<file path="config.mk">
export PLATFORM = sky130hd
export DESIGN_NAME = axilite_user_arbiter
export DESIGN_NICKNAME = d
export VERILOG_FILES = /design/src/rtl/axilite_user_arbiter.sv
export SDC_FILE = /design/constraint.sdc
export NUM_CORES = 1
export LEC_CHECK = 0
export ABC_AREA = 1
export CAP_MARGIN = 20
export CORE_AREA = 2 2 267 269
export CTS_BUF_LIST = sky130_fd_sc_hd__clkbuf_16
export DETAILED_ROUTE_END_ITERATION = 16
export DIE_AREA = 0 0 269 271
export PLACE_DENSITY = 0.49
export SETUP_SLACK_MARGIN = 0.5
export SKIP_LAST_GASP = 1
export SLEW_MARGIN = 20
export SYNTH_ARGS = -nofsm -noshare
export SYNTH_HDL_FRONTEND = slang
export SYNTH_SLANG_ARGS = --single-unit
</file>
<file path="constraint.sdc">
create_clock -name aclk -period 2.7 [get_ports aclk]
set_input_delay 0.675 -clock aclk [delete_from_list [all_inputs] [get_ports aclk]]
set_output_delay 0.675 -clock aclk [all_outputs]
set_load 0.05 [all_outputs]
</file>
<file path="src/rtl/axilite_user_arbiter.sv">
// Round-robin arbiter sharing one AXI-Lite master user command port among NREQ requesters.
// One transaction in flight; the response is routed back only to the requester that issued it.
module axilite_user_arbiter #(
  parameter int unsigned NREQ   = 4,
  parameter int unsigned ADDR_W = 32,
  parameter int unsigned DATA_W = 64,
  parameter int unsigned IDW    = 2
) (
  input  logic                     aclk,
  input  logic                     aresetn,
  input  logic [NREQ-1:0]          req_valid,
  output logic [NREQ-1:0]          req_ready,
  input  logic [NREQ-1:0]          req_w_r,
  input  logic [NREQ*ADDR_W-1:0]   req_addr,
  input  logic [NREQ*DATA_W-1:0]   req_wdata,
  input  logic [NREQ*DATA_W/8-1:0] req_strb,
  output logic [NREQ-1:0]          rsp_valid,
  output logic [DATA_W-1:0]        rsp_rdata,
  output logic [1:0]               rsp_status,
  output logic                     busy,
  output logic [IDW-1:0]           grant_id,
  output logic                     m_start,
  output logic                     m_w_r,
  output logic [ADDR_W-1:0]        m_addr,
  output logic [DATA_W-1:0]        m_wdata,
  output logic [DATA_W/8-1:0]      m_strb,
  input  logic                     m_free,
  input  logic [1:0]               m_status,
  input  logic [DATA_W-1:0]        m_rdata,
  input  logic                     m_resp_valid
);

  localparam int unsigned STRB_W = DATA_W / 8;

  typedef enum logic [2:0] {StIdle, StIssue, StWaitClr, StWaitResp, StResp} state_e;

  state_e         state_q, state_d;
  logic [IDW-1:0] last_grant_q;
  logic [IDW-1:0] sel_idx;
  logic           sel_found;
  logic           accept;

  // Search starts one past the previous owner so every waiting requester gets its turn.
  always_comb begin
    int unsigned    j;
    logic [IDW-1:0] cand;
    sel_idx   = '0;
    sel_found = 1'b0;
    for (int unsigned k = 1; k <= NREQ; k++) begin
      j    = (32'(last_grant_q) + k) % NREQ;
      cand = IDW'(j);
      if (!sel_found && req_valid[cand]) begin
        sel_idx   = cand;
        sel_found = 1'b1;
      end
    end
  end

  assign accept = (state_q == StIdle) && m_free && sel_found;

  always_ff @(posedge aclk or negedge aresetn) begin
    if (!aresetn) begin
      state_q <= StIdle;
    end else begin
      state_q <= state_d;
    end
  end

  always_comb begin
    state_d = state_q;
    unique case (state_q)
      StIdle:     if (accept) state_d = StIssue;
      StIssue:    state_d = StWaitClr;
      // The previous response may still be held high by the master.
      StWaitClr:  if (!m_resp_valid) state_d = StWaitResp;
      StWaitResp: if (m_resp_valid) state_d = StResp;
      StResp:     state_d = StIdle;
      default:    state_d = StIdle;
    endcase
  end

  always_comb begin
    req_ready = '0;
    rsp_valid = '0;
    if (accept && aresetn) req_ready[sel_idx] = 1'b1;
    if (state_q == StResp) rsp_valid[grant_id] = 1'b1;
    busy    = (state_q != StIdle);
    m_start = (state_q == StIssue);
  end

  always_ff @(posedge aclk or negedge aresetn) begin
    if (!aresetn) begin
      last_grant_q <= IDW'(NREQ - 1);
      grant_id     <= '0;
      m_w_r        <= 1'b0;
      m_addr       <= '0;
      m_wdata      <= '0;
      m_strb       <= '0;
      rsp_rdata    <= '0;
      rsp_status   <= '0;
    end else begin
      if (accept) begin
        last_grant_q <= sel_idx;
        grant_id     <= sel_idx;
        m_w_r        <= req_w_r[sel_idx];
        m_addr       <= req_addr[sel_idx*ADDR_W +: ADDR_W];
        m_wdata      <= req_wdata[sel_idx*DATA_W +: DATA_W];
        m_strb       <= req_strb[sel_idx*STRB_W +: STRB_W];
      end
      if (state_q == StWaitResp && m_resp_valid) begin
        rsp_rdata  <= m_w_r ? m_rdata : '0;
        rsp_status <= m_status;
      end
    end
  end

endmodule

</file>
==> summary by stage <==
Setup path
The classification of the worst setup path is input pin to primary output. The capturing element type of the critical path is a primary output. The biggest fanout along the worst timing path is 4. At the worst endpoint, the arrival time is 2390 ps. Data on the critical path is required at its endpoint by 2030 ps.

The worst setup path is launched from an input pin.

Timing
The final critical path takes up 113.4% of the cycle. Across the routed clock network, the largest skew measured is 17.51 ps. The worst setup slack after layout is -361.6 ps. The number of pins with negative max-slew slack in the final report is 0. Setup repair after global routing could not meet its margin everywhere. The final-report hold violation count was 0. Across all hold checks on the routed design, the worst slack comes to 304.4 ps. For this run, the top clock speed supported by timing is 326.6 MHz. The slew of the pin with the lowest slew margin is 876.3 ps. The total setup violations reported at the end of the flow is 13. The worst slew margin relative to its limit is 41.58%.

The shortest period the worst path allows is 3062 ps.

Yosys
Of the synthesized area, sequential elements account for 37.75%. After synthesis, the mean cell area works out to 6.244 um2. For this run, the number of Yosys warnings is 0.

For this run, the leading register cell type out of synthesis is dfrtp_1. In this run, synthesis produced a sequential element count of 178. The count of flip-flops with a built-in enable after synthesis is 0. Of all cell types, the one taking the most synthesized area is nand2_1. After synthesis, the share of flip-flops with an asynchronous set or reset is 100.0%. Ranked by total cell area, the synthesized netlist is headed by nand2_1 39%, dfrtp_1 37%, nand4_1 11%. The number of nets in the synthesized netlist is 2385.

The area share of the largest cell type after synthesis is 38.94%. The number of distinct library cell variants in the gate-level netlist after synthesis is 24. The instance count of the mapped netlist is 1891. After synthesis the cells add up to 11810 um2.

Die
The starting density of the core is 16.92%. The die is 271 um tall. The region available for standard cell placement spans 69790 um2. The area of the die is 72900 um2. From left edge to right edge, the die measures 269 um. 677 I/O pins were placed. The number of core rows is 97.

Detailed routing
The final layout contains routed wiring with a total length of 70.10 mm. The routed wire length per instance is 19.72 um. The number of design rule violations left after detail routing is 0.

The per-cell via count in the routed design is 4.358. The number of nets still failing antenna checks after routing is 0. The total via count in the routed design is 15.49k. The first detailed-routing pass ran for 5 iterations. The detailed router finished its first iteration with 851 violations.

Layout
The count of fill cells added during filler insertion is 7413. The net count of the finished layout is 3094. The number of standard cells in the layout, taps in and fillers out is 3555.

Of the cells placed in the final design, the portion with a size suffix greater than 1 is 12.79%. Compared with the post-synthesis result, the final layout area differs by 92.21%.

CTS
Clock-pin slew was measured on the worst setup and hold paths at 80 ps. The total number of clock tree sinks is 178. The source-to-sink clock delay at the later pin of the worst-skew pair is 490 ps. The H-tree generated during clock tree synthesis spans 4 levels. Counting along the longest clock path gives a buffer depth of 2. TritonCTS built the clock tree.

The cell sitting at the root of the clock tree is a clkbuf_16. The number of buffers inserted during clock tree synthesis is 17.

Placed design
The quantity of I/O buffers inserted on ports is 676. The HPWL after detailed placement is 49.18 mm. In this run, placement finished with an instance count of 3438. Timing analysis after detailed placement gives a worst setup slack of -442.0 ps. The final weighted congestion of routability-driven global placement is 0.9096.

Flow run
The tool flagged a number of max-cap violations equal to 0.

Global routing
After global routing the overflow that remains totals 0. The total global routing track utilization is 18.84%. The number of global-route vias before repair is 16.08k.

The wire length of the first global-routing pass is 102.2 mm. The number of antenna violations at the first check in global routing was 11. Entering global routing, the biggest net connects 140 pins.

Status
The final reports fail on setup timing. The flow ran to the end, but the final reports show violations.

Hold path
The path category of the worst min-delay check is input pin to asynchronous set/reset pin.
## metal layers
layer  share of wire, %  wire [um]  track usage [%]
met5               0.15        106                0
met4                3.5       2426            7.515
met3                6.7       4679            4.569
met2                 50      34810            33.51
met1                 40      28080            21.43
## critical path, cell delays in order
cell	delay [ps]
clkdlybuf4s50_1	480
nand2_4	110
nand2_4	60
nand2_2	100
nand2_4	70
nor2_4	190
nand2_2	90
buf_4	140
o21ai_4	260
nor3_4	70
buf_12	150
## registers in the layout, summed over array words and instances (netlist names)
name,count
rsp_rdata,64
grant_id,2
state_q,3
m_strb,8
last_grant_q,2
m_wdata,64
m_w_r,1
rsp_status,2
m_addr,32
## what timing repair did
action                                  4_1_cts  5_1_grt
cloned                                       28        2
pin swaps                                    40       28
gates resized for setup                     171       24
endpoints found under the setup margin      290      291
setup buffers                                44        9
hold buffers                                  0        0
## cell usage after synthesis (3+ instances only)
cell	number
inv_1	12
nand3_2	5
buf_4	27
nor3_1	8
buf_2	82
buf_1	3
nand3_1	5
inv_2	3
nand2_1	1225
nand4_1	210
dfrtp_1	176
o21ai_0	69
nor2_1	6
nand2_2	3
clkbuf_1	47
## through the flow
stage                     TNS, ps  cell area [um2]  util (%)
after floorplan            -192.7            11920         -
after detailed placement   -32710            20100     28.80
after CTS                   -1498            22500     32.24
final                       -1559            22700     32.52
after global placement     -28170            20100     28.80
after global routing        -6221            22700     32.52
## cell type report
class	count	area (um2)	share of cell area, %
Clock inverter	14	201.4	0.8876
Timing Repair Buffer	849	9434	41.57
Inverter	16	72.57	0.3198
Multi-Input combinational cell	1538	6920	30.49
Clock buffer	17	425.4	1.874
Tap cell	940	1176	5.182
Sequential cell	178	4458	19.64
Antenna cell	3	7.507	0.03308
## logic make-up (layout without fill, tap and decap cells)
logic type | Yosys count | count (layout) | share of synthesized area, %
AND/OR/NAND/NOR | 1465 | 1465 | 51.61
flip-flops | 178 | 178 | 37.75
other | 0 | 3 | 0
buffers and inverters | 175 | 896 | 7.312
AO/OA/AOI/OAI | 73 | 73 | 3.338
## final timing paths
path / startpoint / end / slack, ps / cells past startpoint
worst max-delay path: req_valid[2] / req_ready[1] / -360 / 11
worst min-delay path: aresetn / m_strb[3] / 300 / 2
worst max register to register: last_grant_q[0] / m_wdata[24] / 0 / 18
worst min register to register: m_addr[15] / m_addr[15] / 480 / 2
max in group asynchronous: aresetn / rsp_rdata[61] / 1680 / 2
min in group aclk: m_addr[15] / m_addr[15] / 480 / 2
## layout by cell type, fill, tap and decap left out, types with 2 or more instances in the layout
cell type	instances
nand2_1	1141
clkdlybuf4s50_1	662
nand4_1	210
dfrtp_1	175
buf_4	80
nand2_2	69
o21ai_0	66
buf_12	41
buf_16	24
buf_6	22
clkbuf_16	19
nand2_4	16
inv_1	10
bufbuf_16	9
buf_8	9
nand3_1	5
nand3_4	5
nor3_4	4
nor3_2	4
diode_2	3
nor2_1	3
o21ai_1	3
inv_2	3
inv_6	3
inv_4	3
bufinv_16	3
inv_8	3
nand2_8	2
nor2_2	2
nor2_4	2
clkinv_8	2
clkinvlp_4	2
dfstp_2	2
Power is not shown: default switching activity piles up to over one toggle a cycle in this logic, so the estimate is an artifact.
